<file path="src/rtl/iob_axi2mem.sv">
// iob_axi2mem: AXI4 subordinate replaying bursts as single-word req/gnt/rvalid memory accesses
module iob_axi2mem #(
   parameter int AXI_ID_W   = 1,
   parameter int AXI_ADDR_W = 32,
   parameter int AXI_DATA_W = 32,
   parameter int AXI_LEN_W  = 8
) (
   input  logic                    clk_i,
   input  logic                    cke_i,
   input  logic                    arst_n_i,
   input  logic                    awvalid_i,
   output logic                    awready_o,
   input  logic [AXI_ID_W-1:0]     awid_i,
   input  logic [AXI_ADDR_W-1:0]   awaddr_i,
   input  logic [AXI_LEN_W-1:0]    awlen_i,
   input  logic [1:0]              awburst_i,
   input  logic                    wvalid_i,
   output logic                    wready_o,
   input  logic [AXI_DATA_W-1:0]   wdata_i,
   input  logic [AXI_DATA_W/8-1:0] wstrb_i,
   input  logic                    wlast_i,
   output logic                    bvalid_o,
   input  logic                    bready_i,
   output logic [AXI_ID_W-1:0]     bid_o,
   output logic [1:0]              bresp_o,
   input  logic                    arvalid_i,
   output logic                    arready_o,
   input  logic [AXI_ID_W-1:0]     arid_i,
   input  logic [AXI_ADDR_W-1:0]   araddr_i,
   input  logic [AXI_LEN_W-1:0]    arlen_i,
   input  logic [1:0]              arburst_i,
   output logic                    rvalid_o,
   input  logic                    rready_i,
   output logic [AXI_ID_W-1:0]     rid_o,
   output logic [AXI_DATA_W-1:0]   rdata_o,
   output logic [1:0]              rresp_o,
   output logic                    rlast_o,
   output logic                    mem_req_o,
   output logic                    mem_we_o,
   output logic [AXI_DATA_W/8-1:0] mem_be_o,
   output logic [AXI_ADDR_W-3:0]   mem_addr_o,
   output logic [AXI_DATA_W-1:0]   mem_wdata_o,
   input  logic                    mem_gnt_i,
   input  logic                    mem_rvalid_i,
   input  logic                    mem_err_i,
   input  logic [AXI_DATA_W-1:0]   mem_rdata_i
);
   localparam int WA = AXI_ADDR_W - 2;
   typedef enum logic [2:0] {IDLE, RD_REQ, RD_WAIT, RD_RESP, WR_DATA, WR_REQ, WR_WAIT, WR_RESP} state_t;
   state_t state, nxt;
   logic [AXI_ID_W-1:0] id;
   logic [WA-1:0] addr;
   logic [AXI_LEN_W-1:0] len, beat;
   logic [AXI_DATA_W-1:0] data;
   logic [AXI_DATA_W/8-1:0] strb;
   logic err, last_wr, fixed, last, step, unused;
   assign unused = ^{wlast_i, awaddr_i[1:0], araddr_i[1:0]};
   assign arready_o = arst_n_i & (state == IDLE) & arvalid_i & (~awvalid_i | last_wr);
   assign awready_o = arst_n_i & (state == IDLE) & awvalid_i & (~arvalid_i | ~last_wr);
   assign last = beat == len;
   assign step = (state == RD_RESP & rready_i & ~last) | (state == WR_WAIT & mem_rvalid_i & ~last);
   // state register
   always_ff @(posedge clk_i or negedge arst_n_i)
      if (!arst_n_i) state <= IDLE;
      else if (cke_i) state <= nxt;
   // next-state decode
   always_comb begin
      nxt = state;
      case (state)
         IDLE:    nxt = arready_o ? RD_REQ : awready_o ? WR_DATA : IDLE;
         RD_REQ:  nxt = mem_gnt_i ? RD_WAIT : RD_REQ;
         RD_WAIT: nxt = mem_rvalid_i ? RD_RESP : RD_WAIT;
         RD_RESP: nxt = !rready_i ? RD_RESP : last ? IDLE : RD_REQ;
         WR_DATA: nxt = wvalid_i ? WR_REQ : WR_DATA;
         WR_REQ:  nxt = mem_gnt_i ? WR_WAIT : WR_REQ;
         WR_WAIT: nxt = !mem_rvalid_i ? WR_WAIT : last ? WR_RESP : WR_DATA;
         WR_RESP: nxt = bready_i ? IDLE : WR_RESP;
         default: nxt = IDLE;
      endcase
   end
   // burst context, beat data and error capture
   always_ff @(posedge clk_i or negedge arst_n_i)
      if (!arst_n_i) begin
         id      <= '0;
         addr    <= '0;
         len     <= '0;
         beat    <= '0;
         data    <= '0;
         strb    <= '0;
         err     <= 1'b0;
         last_wr <= 1'b0;
         fixed   <= 1'b0;
      end else if (cke_i) begin
         if (arready_o | awready_o) begin
            id      <= arready_o ? arid_i : awid_i;
            addr    <= arready_o ? araddr_i[AXI_ADDR_W-1:2] : awaddr_i[AXI_ADDR_W-1:2];
            len     <= arready_o ? arlen_i : awlen_i;
            fixed   <= (arready_o ? arburst_i : awburst_i) == 2'b00;
            beat    <= '0;
            err     <= 1'b0;
            last_wr <= awready_o;
         end
         if (state == RD_WAIT && mem_rvalid_i) begin
            data <= mem_rdata_i;
            err  <= mem_err_i;
         end
         if (state == WR_DATA && wvalid_i) begin
            data <= wdata_i;
            strb <= wstrb_i;
         end
         if (state == WR_WAIT && mem_rvalid_i) err <= err | mem_err_i;
         if (step) begin
            beat <= beat + 1'b1;
            addr <= addr + WA'(!fixed);
         end
      end
   // outputs decoded from registered state only
   always_comb begin
      mem_req_o   = state == RD_REQ || state == WR_REQ;
      mem_we_o    = state == WR_REQ;
      mem_be_o    = state == RD_REQ ? '1 : state == WR_REQ ? strb : '0;
      mem_addr_o  = mem_req_o ? addr : '0;
      mem_wdata_o = mem_we_o ? data : '0;
      wready_o    = state == WR_DATA;
      rvalid_o    = state == RD_RESP;
      rid_o       = rvalid_o ? id : '0;
      rdata_o     = rvalid_o ? data : '0;
      rresp_o     = rvalid_o && err ? 2'b10 : 2'b00;
      rlast_o     = rvalid_o && last;
      bvalid_o    = state == WR_RESP;
      bid_o       = bvalid_o ? id : '0;
      bresp_o     = bvalid_o && err ? 2'b10 : 2'b00;
   end
endmodule
</file>
<file path="config.mk">
export PLATFORM = sky130hd
export DESIGN_NAME = iob_axi2mem
export DESIGN_NICKNAME = d
export VERILOG_FILES = /design/src/rtl/iob_axi2mem.sv
export SDC_FILE = /design/constraint.sdc
export NUM_CORES = 1
export LEC_CHECK = 0
export BUFFER_PORTS_ARGS = -buffer_cell sky130_fd_sc_hd__clkbuf_2
export CAP_MARGIN = 5
export CORE_MARGIN = 2
export CORE_UTILIZATION = 48
export CTS_BUF_LIST = sky130_fd_sc_hd__clkbuf_16
export CTS_CLUSTER_DIAMETER = 50
export DETAILED_ROUTE_END_ITERATION = 10
export PLACE_DENSITY_LB_ADDON = 0.15
export SLEW_MARGIN = 20
export SYNTH_ARGS = -nofsm -noshare
export SYNTH_HDL_FRONTEND = slang
export SYNTH_SLANG_ARGS = --single-unit
</file>
<file path="constraint.sdc">
create_clock -name clk_i -period 2.6 [get_ports clk_i]
set_clock_uncertainty 0.15 [all_clocks]
set_input_delay 0.52 -clock clk_i [delete_from_list [all_inputs] [get_ports clk_i]]
set_output_delay 0.52 -clock clk_i [all_outputs]
set_load 0.02 [all_outputs]
</file>
==> impl_metrics.env <==
export IMPL_final_max_slew_viol_count=0
export IMPL_clock_sink_count=89
export IMPL_grt_usage=0.2663
export IMPL_dieArea_mm2=0.01381
export IMPL_cts_max_path_buffers=2
export IMPL_static_leakage_power_nw=4.245
export IMPL_regToRegEndpoint="addr[12]"
export IMPL_synth_area_mm2=0.006187
export IMPL_tritoncts="yes"
export IMPL_core_mm2=0.01262
export IMPL_synth_yosys_seq_area_share=0.3600
export IMPL_number_of_h_tree_levels=3
export IMPL_postSynthAreaPerCell_um2=8.678
export IMPL_yosys_area_top_type="sky130_fd_sc_hd__dfrtp_1"
export IMPL_ys_dominant_reg_cell="sky130_fd_sc_hd__dfrtp_1"
export IMPL_min_period_over_period=0.9622
export IMPL_hpwl_um=13640
export IMPL_post_route_cells_drive_above_1_share=0.3670
export IMPL_die_width_um=117.5
export IMPL_timing_fmax_mhz=399.7
export IMPL_final_hold_worst_slack_ns=0.03339
export IMPL_path_max_fanout=34
export IMPL_hold_class="in2async"
export IMPL_grt_pass1_wl_um=30100
export IMPL_design_portCount=278
export IMPL_pwr_density_cell_mw_per_mm2=991.5
export IMPL_drt_iter0_drc=391
export IMPL_grt_start_max_net_pins=68
export IMPL_die_h_um=117.5
export IMPL_netlist_top_cells_area="sky130_fd_sc_hd__dfrtp_1 36%, sky130_fd_sc_hd__mux2i_1 11%, sky130_fd_sc_hd__and2_1 6.1%"
export IMPL_cts_root_buffer="sky130_fd_sc_hd__clkbuf_16"
export IMPL_async_flop_share=1.000
export IMPL_layout_core_utilization=0.6513
export IMPL_firstDrtPassIters=5
export IMPL_r2r_worst_path_cells=9
export IMPL_synthesis_yosys_warnings=0
export IMPL_critical_path_endpoint_type="output port"
export IMPL_timing_critical_path_max_delay_family="simple AND/OR/NAND/NOR gates"
export IMPL_regToRegStartpoint="fixed"
export IMPL_vias=6319
export IMPL_worstSetupPathType="reg2out"
export IMPL_setup_violations=0
export IMPL_vdd_ir_drop_worst_mv=0.5323
export IMPL_rows=41
export IMPL_clkSlewWorstSetupHoldPaths_ns=0.06
export IMPL_reg2reg_slack_ns=0.28
export IMPL_via_density=5.480
export IMPL_worst_path_max_delay_cell="sky130_fd_sc_hd__dfrtp_2"
export IMPL_netlist_area_leader_share=0.3600
export IMPL_crit_path_max_incr_delay_ns=0.47
export IMPL_max_slew_margin=0.4144
export IMPL_synth_cell_types=62
export IMPL_gp_routability_congestion=0.8702
export IMPL_cts_hold_fix_buffers=0
export IMPL_fin_area_mm2=0.008219
export IMPL_antenna_left=0
export IMPL_synth_enable_flop_cells=0
export IMPL_io_buffer_count=270
export IMPL_grt_antenna_before_repair=0
export IMPL_post_cts_resize_count=0
export IMPL_filler_cell_count=1153
export IMPL_grt_pass1_vias=5941
export IMPL_global_route_total_overflow=0
export IMPL_flow_area_growth_from_synthesis_pct=32.84
export IMPL_rsz0062_at_grt="false"
export IMPL_critical_path_cell_chain="nor4b_4, nand3_2, buf_12, inv_1, clkbuf_2"
export IMPL_cts_buffers=9
export IMPL_postCtsSetupBuffers=0
export IMPL_wirelength_um=18470
export IMPL_timing_hold_violations_final=0
export IMPL_n_antenna_cell=0
export IMPL_timing_critical_path_from_type="register"
export IMPL_critPathArrivalTime_ns=1.83
export IMPL_instance_count_of_the_mapped_netlist=713
export IMPL_period_minus_slack_ns=2.502
export IMPL_post_route_drc_count=0
export IMPL_clk_latency_ns=0.34
export IMPL_worst_pin_slew_ns=0.8784
export IMPL_dpl_instance_area_mm2=0.007888
export IMPL_run_status="completed"
export IMPL_required_ns=1.93
export IMPL_final_net_count=1145
export IMPL_max_cap_violations=0
export IMPL_starting_density_of_the_core=0.4903
export IMPL_most_numerous_cell_in_the_yosys_netlist="sky130_fd_sc_hd__nand2_1"
export IMPL_fin_tns_setup_ns=0
export IMPL_critical_path_buf_inv_count=3
export IMPL_synthTopCellsByCount="90 x sky130_fd_sc_hd__nand2_1, 89 x sky130_fd_sc_hd__dfrtp_1, 68 x sky130_fd_sc_hd__mux2i_1"
export IMPL_avgRoutedWirePerCell_um=16.02
export IMPL_ys_ff_latch=89
==> final cells by class <==
cell class	instances	area [um2]	share of cell area
clock buffers	9	225.2	0.02740
multi-input cells	550	3677	0.4474
inverters	18	67.56	0.008220
repair buffers	308	1718	0.2090
well taps	172	215.2	0.02618
flip-flops and latches	89	2230	0.2713
clock inverters	7	86.33	0.01050
==> placed cells by master (no fill, tap or decap), drive strengths merged, types with 3 or more instances in the layout <==
master / count
nand4: 18
o211a: 5
and3b: 3
mux2: 18
nand3: 25
a22oi: 20
o22a: 6
nor3: 7
xnor2: 9
nand2: 91
clkbuf: 278
and3: 39
nor2: 38
mux2i: 68
ha: 3
nor4: 7
o22ai: 6
inv: 19
nand2b: 4
o21ai: 47
buf: 39
a32o: 3
a2bb2oi: 5
dfrtp: 89
and2: 60
o221a: 4
a21oi: 16
a31oi: 12
and4: 5
==> routing by layer <==
metal	vias up	GRT usage	wire, um
li1	3090	-	-
met1	2951	0.3601	8143
met2	254	0.4408	8765
met3	24	0.05233	1327
met4	0	0.06551	237
met5	-	0	0
==> sequential cells by signal (all words and copies together) (netlist names) <==
register  count
data         32
addr         30
beat          8
len           8
strb          4
state         3
err           1
fixed         1
id            1
last_wr       1
==> how the worst max path moves through the flow <==
| stage | slack [ns] | start | cells past startpoint | end |
|---|---|---|---|---|
| detailed placement | 0.30 | mem_rvalid_i | 7 | addr[20] |
| global placement | 0.31 | mem_rvalid_i | 7 | addr[20] |
| finish | 0.1 | state[0] | 5 | arready_o |
| global route | 0.007 | fixed | 9 | addr[12] |
| floorplan | 0.21 | state[1] | 6 | rdata_o[22] |
| CTS | 0.03 | state[0] | 5 | arready_o |
==> cell families after synthesis <==
family | share of synthesized area
AO/OA/AOI/OAI | 0.1583
other | 0.0006061
adder cells (fa/ha/maj) | 0.006067
buffers and inverters | 0.05520
XOR/XNOR | 0.01274
AND/OR/NAND/NOR | 0.2643
multiplexers | 0.1428
flip-flops | 0.3600
==> report_power, final <==
group | internal [mW] | switching [mW] | total, mW | leakage [nW]
sequential | 2.00 | 0.612 | 2.62 | 1.06
clock | 0.832 | 0.559 | 1.39 | 0.148
combinational | 1.70 | 2.44 | 4.14 | 3.03
==> metrics by stage <==
step	setup slack (ns)	instances	total power, mW
final	0.09823	1153	8.149
after CTS	0.03378	1153	8.148
after global placement	0.3088	1137	6.671
after floorplan	0.2089	714	5.301
after global routing	0.007267	1153	8.742
after detailed placement	0.2980	1137	6.753
No activity file was read; power rests on OpenSTA's default activity.
